===== src/rtl/gpio_nios_memory_arbiter.sv =====
// Two-master arbiter for a shared single-port on-chip RAM with burst lock and a one-stage read return tag.
// Define GPIO_MEM_ARB_ROUND_ROBIN_EN for round-robin contention; otherwise master 0 has fixed priority.
module gpio_nios_memory_arbiter #(
   parameter int DEPTH     = 5000,
   parameter int BURST_MAX = 4
) (
   input  logic        clk,
   input  logic        reset,
   input  logic [12:0] m0_address,
   input  logic [3:0]  m0_byteenable,
   input  logic        m0_read,
   input  logic        m0_write,
   input  logic [31:0] m0_writedata,
   output logic        m0_waitrequest,
   output logic [31:0] m0_readdata,
   output logic        m0_readdatavalid,
   input  logic [12:0] m1_address,
   input  logic [3:0]  m1_byteenable,
   input  logic        m1_read,
   input  logic        m1_write,
   input  logic [31:0] m1_writedata,
   output logic        m1_waitrequest,
   output logic [31:0] m1_readdata,
   output logic        m1_readdatavalid,
   output logic [12:0] mem_address,
   output logic [3:0]  mem_byteenable,
   output logic        mem_chipselect,
   output logic        mem_write,
   output logic [31:0] mem_writedata,
   output logic        mem_clken,
   input  logic [31:0] mem_readdata
);

   localparam int              CNT_W     = $clog2(BURST_MAX + 1);
   localparam logic [CNT_W-1:0] BURST_LIM = CNT_W'(BURST_MAX);
   localparam logic [31:0]      DEPTH_U   = 32'(DEPTH);

   logic             req0, req1;
   logic             gnt0, gnt1, accept;
   logic             lock_ok;
   logic             last_grant;
   logic [CNT_W-1:0] burst_cnt;

   logic [12:0]      sel_address;
   logic [3:0]       sel_byteenable;
   logic [31:0]      sel_writedata;
   logic             sel_write;
   logic             in_range;

   logic             vld_p1;
   logic             id_p1;
   logic             oor_p1;
   logic             rvalid0, rvalid1;

   assign req0   = m0_read | m0_write;
   assign req1   = m1_read | m1_write;
   assign accept = gnt0 | gnt1;

   always_comb begin
      gnt0 = 1'b0;
      gnt1 = 1'b0;
`ifdef GPIO_MEM_ARB_ROUND_ROBIN_EN
      lock_ok = 1'b1;
`else
      // Under fixed priority only master 0 can hold a burst; master 1 gets single slots.
      lock_ok = ~last_grant;
`endif
      if (!reset) begin
         if (req0 && !req1) begin
            gnt0 = 1'b1;
         end else if (req1 && !req0) begin
            gnt1 = 1'b1;
         end else if (req0 && req1) begin
            if (burst_cnt != '0 && burst_cnt < BURST_LIM && lock_ok) begin
               gnt0 = ~last_grant;
               gnt1 = last_grant;
            end else if (burst_cnt >= BURST_LIM) begin
               gnt0 = last_grant;
               gnt1 = ~last_grant;
            end else begin
`ifdef GPIO_MEM_ARB_ROUND_ROBIN_EN
               gnt0 = last_grant;
               gnt1 = ~last_grant;
`else
               gnt0 = 1'b1;
`endif
            end
         end
      end
   end

   always_comb begin
      sel_address    = '0;
      sel_byteenable = '0;
      sel_writedata  = '0;
      sel_write      = 1'b0;
      if (gnt1) begin
         sel_address    = m1_address;
         sel_byteenable = m1_byteenable;
         sel_writedata  = m1_writedata;
         sel_write      = m1_write;
      end else if (gnt0) begin
         sel_address    = m0_address;
         sel_byteenable = m0_byteenable;
         sel_writedata  = m0_writedata;
         sel_write      = m0_write;
      end
   end

   assign in_range       = ({19'd0, sel_address} < DEPTH_U);
   assign mem_address    = sel_address;
   assign mem_byteenable = sel_byteenable;
   assign mem_writedata  = sel_writedata;
   assign mem_chipselect = accept & in_range;
   assign mem_write      = accept & in_range & sel_write;
   assign mem_clken      = 1'b1;

   assign m0_waitrequest = ~gnt0;
   assign m1_waitrequest = ~gnt1;

   always_ff @(posedge clk) begin
      if (reset) begin
         last_grant <= 1'b1;
         burst_cnt  <= '0;
      end else if (accept) begin
         if (gnt1 == last_grant) begin
            burst_cnt <= (burst_cnt >= BURST_LIM) ? BURST_LIM : burst_cnt + CNT_W'(1);
         end else begin
            burst_cnt <= CNT_W'(1);
         end
         last_grant <= gnt1;
      end else begin
         burst_cnt <= '0;
      end
   end

   // ---- stage p1: read return tag, aligned with the RAM's one-cycle latency ----
   always_ff @(posedge clk) begin
      if (reset) begin
         vld_p1 <= 1'b0;
      end else begin
         vld_p1 <= accept & ~sel_write;
      end
   end

   always_ff @(posedge clk) begin
      id_p1  <= gnt1;
      oor_p1 <= ~in_range;
   end

   assign rvalid0 = vld_p1 & ~id_p1 & ~reset;
   assign rvalid1 = vld_p1 & id_p1 & ~reset;

   assign m0_readdatavalid = rvalid0;
   assign m1_readdatavalid = rvalid1;
   assign m0_readdata      = (rvalid0 && !oor_p1) ? mem_readdata : 32'h0;
   assign m1_readdata      = (rvalid1 && !oor_p1) ? mem_readdata : 32'h0;

endmodule


===== config.mk =====
export PLATFORM = sky130hd
export DESIGN_NAME = gpio_nios_memory_arbiter
export DESIGN_NICKNAME = d
export VERILOG_FILES = /design/src/rtl/gpio_nios_memory_arbiter.sv
export SDC_FILE = /design/constraint.sdc
export NUM_CORES = 1
export LEC_CHECK = 0
export BUFFER_PORTS_ARGS = -buffer_cell sky130_fd_sc_hd__buf_2
export CORE_AREA = 2 2 98 100
export DETAILED_ROUTE_END_ITERATION = 12
export DIE_AREA = 0 0 100 102
export GPL_TIMING_DRIVEN = 1
export MAX_ROUTING_LAYER = met4
export PLACE_DENSITY = 0.62
export SYNTH_ARGS = -nofsm -noshare
export SYNTH_HDL_FRONTEND = slang
export SYNTH_SLANG_ARGS = --single-unit

===== constraint.sdc =====
create_clock -name clk -period 3.5 [get_ports clk]
set_input_delay 0.175 -clock clk [delete_from_list [all_inputs] [get_ports clk]]
set_output_delay 0.175 -clock clk [all_outputs]
set_load 0.01 [all_outputs]

# Word-level counts from Yosys, hierarchy flattened
# Cells that the tools add are included.
[word_totals] out_inout_bits=120 inputBits=136 wordCells=69 regBits=7
[classes] muxes=24 n_eq_ne=1 n_bitwise=19 add_sub_neg=1 magnitude_cmp=3 n_reduce_logical=14
[ops] operator="$mux W32" n=4
[ops] operator="$mux W13" n=2
[ops] operator="$mux W1" n=15
[ops] operator="$lt A13 B13 Y1 const B" n=1
[ops] operator="$not A1 Y1" n=9
[ops] operator="$mux W4" n=2
[ops] operator="$and A1 B1 Y1" n=7
[ops] operator="$logic_and A1 B1 Y1" n=7
[ops] operator="$reduce_or A4 Y1" n=1
[ops] operator="$add A3 B1 Y3 const B" n=1
[ops] operator="$ge A3 B3 Y1 const B" n=1
[ops] operator="$logic_not A1 Y1" n=3
[ops] operator="$lt A3 B3 Y1 const B" n=1
[ops] operator="$mux W3" n=1
[ops] operator="$or A1 B1 Y1" n=3
[ops] operator="$reduce_bool A3 Y1" n=1
[ops] operator="$reduce_or A3 Y1" n=1
[ops] operator="$reduce_or A2 Y1" n=1
[ops] operator="$eq A1 B1 Y1" n=1

# Longest topological paths before layout
# Gate-level depths: netlist of the first run.
[logic_depth] word_depth=13 depth_mapped=6 depth_no_buf=5

# Worst setup path after synthesis of the first run
# Ideal clock, no wire load.
[synth_timing] kind="reg-to-output" startpoint="register last_grant" endpoint="output mem_chipselect" t_arrival_ns=1.570 required_ns=3.325 path_stages_with_launch=6 setup_slack_ns=1.755 cell_sequence="dfxtp_1 > nand2b_1 > a211oi_4 > mux2_1 > o22ai_1 > a21oi_1"
[synth_via] elab_chain_len=11
[synth_rtl] element="start: declaration" line_no="41" text="logic last_grant;"
[synth_rtl] element="start signal: assignment" line_no="131" text="last_grant <= gnt1;"
[synth_rtl] element="$not A1 Y1" line_no="66, 75, 79"
[synth_rtl] element="$logic_and A1 B1 Y1" line_no="74" text="if (burst_cnt != '0 && burst_cnt < BURST_LIM && lock_ok) begin"
[synth_rtl] element="$mux W1" line_no="74"
[synth_rtl] element="$mux W1" line_no="73" text="end else if (req0 && req1) begin"
[synth_rtl] element="$mux W1" line_no="71" text="end else if (req1 && !req0) begin"
[synth_rtl] element="$mux W1" line_no="69" text="if (req0 && !req1) begin"
[synth_rtl] element="$mux W1" line_no="68" text="if (!reset) begin"
[synth_rtl] element="$mux W13" line_no="102" text="end else if (gnt0) begin"
[synth_rtl] element="$mux W13" line_no="97" text="if (gnt1) begin"
[synth_rtl] element="$lt A13 B13 Y1" line_no="110" text="assign in_range = ({19'd0, sel_address} < DEPTH_U);"
[synth_rtl] element="$and A1 B1 Y1 (*)" line_no="114" text="assign mem_chipselect = accept & in_range;"
[synth_rtl] element="end: declaration" line_no="27" text="output logic mem_chipselect,"
# Mark *: on every way between the ends. The rest lies on a longest branch, timed or not.

# Worst setup path after layout of the first run
[layout_timing] startpoint="register burst_cnt[2]" endpoint="output mem_write"
[layout_via] elab_chain_len=13
[layout_rtl] element="start: declaration" line_no="42" text="logic [CNT_W-1:0] burst_cnt;"
[layout_rtl] element="start signal: assignment" line_no="127" text="burst_cnt <= (burst_cnt >= BURST_LIM) ? BURST_LIM : burst_cnt + CNT_W'(1);"
[layout_rtl] element="$lt A3 B3 Y1 / $reduce_bool A3 Y1 (equally long branches)" line_no="74"
[layout_rtl] element="$logic_and A1 B1 Y1 (2 in series)" line_no="74"
[layout_rtl] element="$mux W1" line_no="74"
[layout_rtl] element="$mux W1" line_no="73"
[layout_rtl] element="$mux W1" line_no="71"
[layout_rtl] element="$mux W1" line_no="69"
[layout_rtl] element="$mux W1" line_no="68"
[layout_rtl] element="$mux W13" line_no="102"
[layout_rtl] element="$mux W13" line_no="97"
[layout_rtl] element="$lt A13 B13 Y1" line_no="110"
[layout_rtl] element="$and A1 B1 Y1" line_no="115" text="assign mem_write = accept & in_range & sel_write;"
[layout_rtl] element="$and A1 B1 Y1 (*)" line_no="115"
[layout_rtl] element="end: declaration" line_no="28" text="output logic mem_write,"
# Marks and branches as above.

==> impl_metrics.ini, run 1 <==
[routing]
viasPerCell = 4.42
wl_per_cell_um = 13.4
drc = 0
ant_nets = 0
vias = 2427
routed_wl_um = 7370
first_iter_violations = 36
firstDrtPassIters = 4

[cts]
numCtsBuffers = 3
clock-sinks = 7
post_cts_buffers = 0
htree_levels = 1
cts_hold_buffers = 0
clk_latency_ps = 220
clk_path_buf_depth = 2
root_buffer = clkbuf_8
ctsResizeCount = 0
cts_tree = done
clk_pin_slew_worst_paths_ps = 40

[placed_design]
io_buffers = 254
place_hpwl_um = 6580
pre_cts_slack_ps = 1200
globalplace.congestion = 0.777
dpl_cell_area_mm2 = 0.00280

[flow_run]
cap_violations = 0

[finish]
drive_gt1_frac = 0.612
insertedDiodeCount = 0
area_delta_synth_final_pct = 97.1
final_util = 0.312
fillers = 997
nNetsFinal = 577
final_area_mm2 = 0.00284

[worst_setup_path]
critPathKind = register to output pin
cp.arrival_ps = 2280
cp-start-kind = register
end_kind = output pin
critPathMaxFanout = 49
reg2reg_slack_ps = 1490
critical_path_required_ps = 3320

[timing]
layout_setup_ws_ps = 1040
rsz0062_at_grt = no
relSlewSlack = 0.630
final-max-slew-violation-count = 0
max_slew.worst_pin.slew_ps = 555
fin_tns_setup_ps = 0
skew_ps = 0.591
fin_crit_sh = 0.702
post-route-min-period_ps = 2460
timing.fmax_ghz = 0.407
hold_viol_final = 0
finalSetupViolations = 0

[pwr]
switching_share = 0.367
seq_power_share = 0.182
power_density_mw_per_mm2 = 170
combPwrFrac = 0.588
ir_worst_vdd_v = 0.000142
internal_power_w = 0.000306
p_clk_frac = 0.230
leakagePower_nw = 1.79
design_power_total_w = 0.000484
p_switching_w = 0.000178

[die]
rows = 35
die_h_um = 102
coreArea_mm2 = 0.00911
die_w_um = 100
io_pins = 256
initial_utilization = 0.158
die-area_mm2 = 0.0102

[synthesis]
yosysUniqueCellTypes = 32
synth_edf_count = 0
avgSynthCellArea_um2 = 7.44
ys_top_cells_by_area = a22o_1 (29%), and2_1 (28%), dfxtp_1 (9.7%), a211oi_4 (2.8%), a21oi_1 (2.8%)
ys.warnings.count = 0
synthCells = 194
yosysSeqAreaShare = 0.0971
synth_nets = 332
async_flop_share = 0
dominantRegCellSynth = dfxtp_1
synth_seq_cells = 7
yosysTopAreaCell = a22o_1
synth_area_mm2 = 0.00144
synth_top_cell_area_share = 0.285

[global_route]
antenna_found_initial = 0
grt_overflow = 0
grt_max_degree = 51
grt_use_total = 0.132
grt_pass1_vias = 2115
grt_pass1_wl_um = 10300

[status]
outcome = finished, final reports clean

[min_path]
hp-class = input pin to register
==> worst max-delay path, stage by stage (launching register included) <==
cell       delay, ps
dfxtp_1          330
nor2b_1          180
a211oi_4         200
buf_4            440
o211ai_1         240
a2111oi_4        400
a21oi_1          110
buf_2            160
==> cells in the mapped netlist (2+ instances only) <==
master / number
clkbuf_1: 8
dfxtp_1: 7
mux2_1: 2
a22oi_1: 2
o21ai_0: 6
buf_2: 8
nor2_1: 7
inv_1: 6
buf_4: 2
nor2b_1: 4
a211oi_4: 2
a21oi_1: 8
and2_1: 64
or2_2: 3
ha_1: 2
a22o_1: 47
==> final cells by class <==
class / instances / area (µm²) / area share
repair buffers: 258 / 1300 / 0.458
multi-input cells: 163 / 1190 / 0.420
flip-flops and latches: 7 / 140 / 0.0493
well taps: 111 / 139 / 0.0489
clock buffers: 4 / 45.0 / 0.0158
inverters: 6 / 22.5 / 0.00792
==> final timing paths <==
check / cells past startpoint / from / end
worst min-delay path: 3 / m0_write / vld_p1$_SDFF_PP0_
worst max register to register: 6 / burst_cnt[2]$_SDFF_PP0_ / oor_p1$_DFF_P_
worst min register to register: 1 / last_grant$_SDFFE_PP1N_ / last_grant$_SDFFE_PP1N_
worst max-delay path: 7 / burst_cnt[2]$_SDFF_PP0_ / mem_write
==> per-layer routing <==
layer,wire (µm),global-route usage
met1,2750,0.137
met2,3830,0.263
met3,698,0.0164
met4,92,0.0306
met5,0,-
==> sequential cells by signal, indices dropped and copies added, names as in the netlist <==
signal      count
burst_cnt       3
vld_p1          1
last_grant      1
id_p1           1
oor_p1          1
==> power groups by stage <==
stage	Sequential (W)	Combinational, W	Clock, W
floorplan	0.0000888	0.000134	0
detailed placement	0.0000897	0.000287	0
finish	0.0000883	0.000285	0.000111
global placement	0.0000893	0.000283	0
CTS	0.0000884	0.000288	0.000114
global route	0.0000890	0.000311	0.000121
==> logic make-up (layout without fill, tap and decap cells) <==
group / count (synthesis) / count (layout) / synth area share
fa+ha+maj: 2 / 2 / 0.0173
other cells: 1 / 1 / 0.00260
simple gates: 85 / 85 / 0.361
xor+xnor: 1 / 1 / 0.00607
compound gates: 72 / 72 / 0.426
buf+inv: 24 / 268 / 0.0746
mux: 2 / 2 / 0.0156
flops: 7 / 7 / 0.0971
==> stage by stage <==
stage          std cells  hold WS (ps)
2_1_floorplan        194           373
3_3_place_gp         545           514
3_5_place_dp         545           520
4_1_cts              549           312
5_1_grt              549           338
6_report             549           317
==> cells in the final DEF, fill, tap and decap left out, types with 2 or more instances in the layout <==
| cell | n |
|---|---|
| buf_2 | 254 |
| nor2_1 | 7 |
| or2_2 | 3 |
| a22o_1 | 47 |
| buf_4 | 4 |
| a21oi_1 | 8 |
| nor2b_1 | 4 |
| dfxtp_1 | 7 |
| clkbuf_8 | 3 |
| and2_1 | 64 |
| o21ai_0 | 6 |
| inv_1 | 6 |
| ha_1 | 2 |
| mux2_1 | 2 |
| a22oi_1 | 2 |
| a211oi_4 | 2 |
(Power assumes the default switching activity.)
==> run 2, diff against run 1 <==
--- a/config.mk
+++ b/config.mk
@@ -6,9 +6,9 @@
 export NUM_CORES = 1
 export LEC_CHECK = 0
 export BUFFER_PORTS_ARGS = -buffer_cell sky130_fd_sc_hd__buf_2
-export CORE_AREA = 2 2 98 100
+export CORE_AREA = 2 2 99 101
 export DETAILED_ROUTE_END_ITERATION = 12
-export DIE_AREA = 0 0 100 102
+export DIE_AREA = 0 0 101 103
 export GPL_TIMING_DRIVEN = 1
 export MAX_ROUTING_LAYER = met4
 export PLACE_DENSITY = 0.62
==> constraint.sdc (replaced) <==
create_clock -name clk -period 2.6 [get_ports clk]
set_input_delay 0.13 -clock clk [delete_from_list [all_inputs] [get_ports clk]]
set_output_delay 0.13 -clock clk [all_outputs]
set_load 0.01 [all_outputs]
==> run 2 against run 1 <==
Compared with the run above:
- power increased by 36%
- clock skew about the same
- routed wire length increased by 7.8%
- clock power increased by 39%
- count of clock-buffer cells in the layout unchanged
- first-iteration DRC count increased by 14%
- combinational power increased by 36%
- die area increased by 2.0%
- global-route usage increased by 0.77 points
- register-to-register slack got worse by 850 ps
- critical endpoint is now mem_writedata[2]
==> impl_metrics.ini, run 2 (synthesized netlist as in run 1, its figures left out) <==
[status]
outcome = finished, final reports clean

[finish]
final_area_mm2 = 0.00285
final_cell_mix = buf_2 (254), and2_1 (64), a22o_1 (47), a21oi_1 (8)
layout_commonest_cell = buf_2
largest-register = burst_cnt
insertedDiodeCount = 0
drive_gt1_frac = 0.612
area_delta_synth_final_pct = 97.3
largest_reg_flops = 3
nNetsFinal = 577
fillers = 1028

[placed_design]
globalplace.congestion = 0.806
io_buffers = 254
pre_cts_slack_ps = 588
dpl_cell_area_mm2 = 0.00280
place_hpwl_um = 7120

[worst_setup_path]
critPathMaxFanout = 49
end_kind = output pin
crit-reg2reg-launch = last_grant$_SDFFE_PP1N_
critPathKind = register to output pin
cp-startpoint = last_grant$_SDFFE_PP1N_
slowest_stage = buf_4
worstPathCellList = nand2b_1 -> a211oi_4 -> buf_4 -> a22o_1 -> buf_2
cp_num_buf_inv = 2
crit_family = compound AO/OA/AOI/OAI gates
max_stage_delay_ps = 480
critical_path_required_ps = 2470
cp-start-kind = register
cp.arrival_ps = 2100

[timing]
whs_ps = 285
fin_tns_setup_ps = 0
max_slew.worst_pin.slew_ps = 528
post-route-min-period_ps = 2230
layout_setup_ws_ps = 366
finalSetupViolations = 0
fin_crit_sh = 0.859
relSlewSlack = 0.648
final-max-slew-violation-count = 0
hold_viol_final = 0
skew_ps = 0.302
rsz0062_at_grt = no
timing.fmax_ghz = 0.448

[pwr]
leakagePower_nw = 1.79
ir_worst_vdd_v = 0.000115
power_density_mw_per_mm2 = 232

[routing]
highest_layer = met4
first_iter_violations = 41
wl_per_cell_um = 14.4
drc = 0
ant_nets = 0
route.layer.met1.wl_um = 3190
vias = 2469
met2_length_um = 3980
firstDrtPassIters = 4
routed_wl_um = 7950
met3_length_um = 757
viasPerCell = 4.47

[global_route]
grt_overflow = 0
antenna_found_initial = 0
grt_pass1_vias = 2188
grt_pass1_wl_um = 11000
grt_max_degree = 50
grt_use_total = 0.140

[cts]
ctsResizeCount = 0
clk_pin_slew_worst_paths_ps = 40
htree_levels = 1
cts_hold_buffers = 0
cts_tree = done
post_cts_buffers = 0
numCtsBuffers = 3
clk_path_buf_depth = 2
clk_latency_ps = 230
clock-sinks = 7
root_buffer = clkbuf_8

[min_path]
hp-start = m0_write
hp-class = input pin to register

[die]
rows = 36
initial_utilization = 0.153
die-area_mm2 = 0.0104
coreArea_mm2 = 0.00946
die_w_um = 101
io_pins = 256
die_h_um = 103

[flow_run]
cap_violations = 0
[run 2: final cells by class]
class,count,area [µm²],share of cell area
multi-input cells,163,1190,0.420
flip-flops and latches,7,140,0.0492
inverters,6,22.5,0.00791
clock buffers,4,45.0,0.0158
repair buffers,258,1300,0.457
well taps,114,143,0.0501
[run 2: path summary, 6_finish.rpt]
check / depth (start not counted) / slack, ps / end
max: 5 / 370 / mem_writedata[2]
min: 3 / 290 / vld_p1$_SDFF_PP0_
max reg2reg: 5 / 640 / burst_cnt[1]$_SDFF_PP0_
min reg2reg: 1 / 550 / last_grant$_SDFFE_PP1N_
[run 2: power breakdown]
group / internal [W] / switching (W)
clock: 0.000106 / 0.0000477
sequential: 0.000115 / 0.00000422
combinational: 0.000193 / 0.000194
[run 2: worst register-to-register path: cells and delay by family, from the launching register on]
family	cells	cell delay (ps)
AOI/OAI and AO/OA	1	390
xor gates and xnor gates	1	190
buffers and inverters	1	490
DFF	1	330
and+or+nand+nor	2	460
[run 2: stage by stage]
step	util	power, W	instances
2_1_floorplan	-	0.000299	194
3_3_place_gp	0.296	0.000504	548
3_5_place_dp	0.296	0.000511	548
4_1_cts	0.301	0.000667	552
5_1_grt	0.301	0.000707	552
6_report	0.301	0.000660	552
[run 2: routing by layer]
| metal | vias up | track usage |
|---|---|---|
| met4 | 0 | 0.00936 |
| met3 | 7 | 0.0251 |
| met2 | 181 | 0.264 |
| met5 | - | - |
| met1 | 1099 | 0.161 |
| li1 | 1182 | - |
==> run 3, diff against run 2 <==
--- a/config.mk
+++ b/config.mk
@@ -5,11 +5,12 @@
 export SDC_FILE = /design/constraint.sdc
 export NUM_CORES = 1
 export LEC_CHECK = 0
+export ABC_CLOCK_PERIOD_IN_PS = 2600
 export BUFFER_PORTS_ARGS = -buffer_cell sky130_fd_sc_hd__buf_2
 export CORE_AREA = 2 2 99 101
 export DETAILED_ROUTE_END_ITERATION = 12
 export DIE_AREA = 0 0 101 103
-export GPL_TIMING_DRIVEN = 1
+export GPL_TIMING_DRIVEN = 0
 export MAX_ROUTING_LAYER = met4
 export PLACE_DENSITY = 0.62
 export SYNTH_ARGS = -nofsm -noshare
==> run 3 against run 2 <==
Compared with the run above:
- count of clock-buffer cells in the layout is 1 lower
- combinational power rose by 2%
- via count rose by 2.2%
- clock power about the same
==> impl_metrics.ini, run 3 (synthesized netlist as in run 1, its figures left out) <==
[status]
outcome = finished, final reports clean

[finish]
largest_reg_flops = 3
fillers = 1050
largest-register = burst_cnt
final_util = 0.307
drive_gt1_frac = 0.608
layout_commonest_cell = buf_2
nNetsFinal = 591
instances_no_fill = 566
final_cell_mix = buf_2 (262), and2_1 (64), a22o_1 (47), clkbuf_1 (8), a21oi_1 (8)
insertedDiodeCount = 0
area_delta_synth_final_pct = 101

[pwr]
internal_power_w = 0.000416
p_clk_frac = 0.232
leakagePower_nw = 1.83
ir_worst_vdd_v = 0.000136
power_density_mw_per_mm2 = 231
combPwrFrac = 0.590
p_switching_w = 0.000255
seq_power_share = 0.178
switching_share = 0.380

[worst_setup_path]
cp-startpoint = last_grant$_SDFFE_PP1N_
cp-start-kind = register
r2r-end = oor_p1$_DFF_P_
endpoint = mem_chipselect
reg2reg_slack_ps = 630
end_kind = output pin
cp.arrival_ps = 2250
critPathKind = register to output pin
crit-reg2reg-launch = last_grant$_SDFFE_PP1N_
ff2ff_path_depth = 5
critPathMaxFanout = 7
critical_path_required_ps = 2470

[cts]
clk_path_buf_depth = 2
clk_pin_slew_worst_paths_ps = 40
cts_hold_buffers = 0
ctsResizeCount = 0
clock-sinks = 7
cts_tree = done
root_buffer = clkbuf_8
numCtsBuffers = 3
clk_latency_ps = 230
post_cts_buffers = 0
htree_levels = 1

[timing]
finalSetupViolations = 0
timing.fmax_ghz = 0.420
hold_viol_final = 0
relSlewSlack = 0.557
final-max-slew-violation-count = 0
fin_tns_setup_ps = 0
skew_ps = 3.10
post-route-min-period_ps = 2380
max_slew.worst_pin.slew_ps = 664
fin_crit_sh = 0.916
rsz0062_at_grt = no

[global_route]
grt_use_total = 0.151
antenna_found_initial = 0
grt_pass1_wl_um = 11900
grt_overflow = 0
grt_max_degree = 11
grt_pass1_vias = 2351

[routing]
drc = 0
viasPerCell = 4.46
wl_per_cell_um = 14.8
firstDrtPassIters = 4
ant_nets = 0
vias = 2523
routed_wl_um = 8360
first_iter_violations = 54

[placed_design]
globalplace.congestion = 0.801
place_hpwl_um = 7620
io_buffers = 254
post-place-cells = 562

[die]
die_w_um = 101
coreArea_mm2 = 0.00946
die-area_mm2 = 0.0104
rows = 36
initial_utilization = 0.153
die_h_um = 103
io_pins = 256

[min_path]
min_path_cells = 3
hp-class = input pin to register

[flow_run]
cap_violations = 0
==> run 3: cell count changes in the layout (fill, tap and decap cells not counted) <==
cell,delta
clkinv_2,+1
buf_4,-2
clkbuf_1,+7
buf_2,+8
==> run 3: through the flow <==
| step | setup slack [ps] | total power (W) | instance area, µm² | hold WS (ps) |
|---|---|---|---|---|
| 2_1_floorplan | 900 | 0.000299 | 1440 | 328 |
| 3_3_place_gp | 420 | 0.000513 | 2860 | 493 |
| 3_5_place_dp | 407 | 0.000521 | 2860 | 491 |
| 4_1_cts | 150 | 0.000679 | 2900 | 244 |
| 5_1_grt | 61.1 | 0.000723 | 2900 | 266 |
| 6_report | 219 | 0.000671 | 2900 | 256 |
==> run 3: power groups by stage <==
stage          Combinational, W  Clock, W  Sequential [W]
3_3_place_gp           0.000392         0        0.000121
6_report               0.000395  0.000156        0.000119
2_1_floorplan          0.000180         0        0.000120
5_1_grt                0.000436  0.000167        0.000120
3_5_place_dp           0.000399         0        0.000121
4_1_cts                0.000400  0.000159        0.000119
==> run 3: final cells by class <==
type / count / area, µm² / share of cell area
Buffer: 18 / 85.1 / 0.0293
Clock buffer: 3 / 41.3 / 0.0142
Tap cell: 114 / 143 / 0.0491
Multi-Input combinational cell: 163 / 1190 / 0.412
Clock inverter: 1 / 5.00 / 0.00172
Timing Repair Buffer: 254 / 1270 / 0.438
Sequential cell: 7 / 140 / 0.0483
Inverter: 6 / 22.5 / 0.00776
==> run 3: per-layer routing <==
metal / track usage / wire (µm) / up-vias
met4: 0.0177 / 42 / 0
li1: - / - / 1218
met3: 0.0136 / 593 / 4
met2: 0.283 / 4220 / 158
met5: - / 0 / -
met1: 0.181 / 3510 / 1143
==> run 3: how the worst min path moves through the flow <==
stage             start                end  slack (ps)
6_report       m0_write  vld_p1$_SDFF_PP0_         260
3_3_place_gp   m0_write  vld_p1$_SDFF_PP0_         490
2_1_floorplan  m0_write  vld_p1$_SDFF_PP0_         330
4_1_cts        m0_write  vld_p1$_SDFF_PP0_         240
3_5_place_dp   m0_write  vld_p1$_SDFF_PP0_         490
5_1_grt        m0_write  vld_p1$_SDFF_PP0_         270
==> run 3: worst max-delay path: stages, from the launching register on <==
cell      delay, ps
dfxtp_1         330
nand2b_1        230
a211oi_4        500
mux2_1          420
o22ai_1         260
a21oi_1         110
buf_2           160
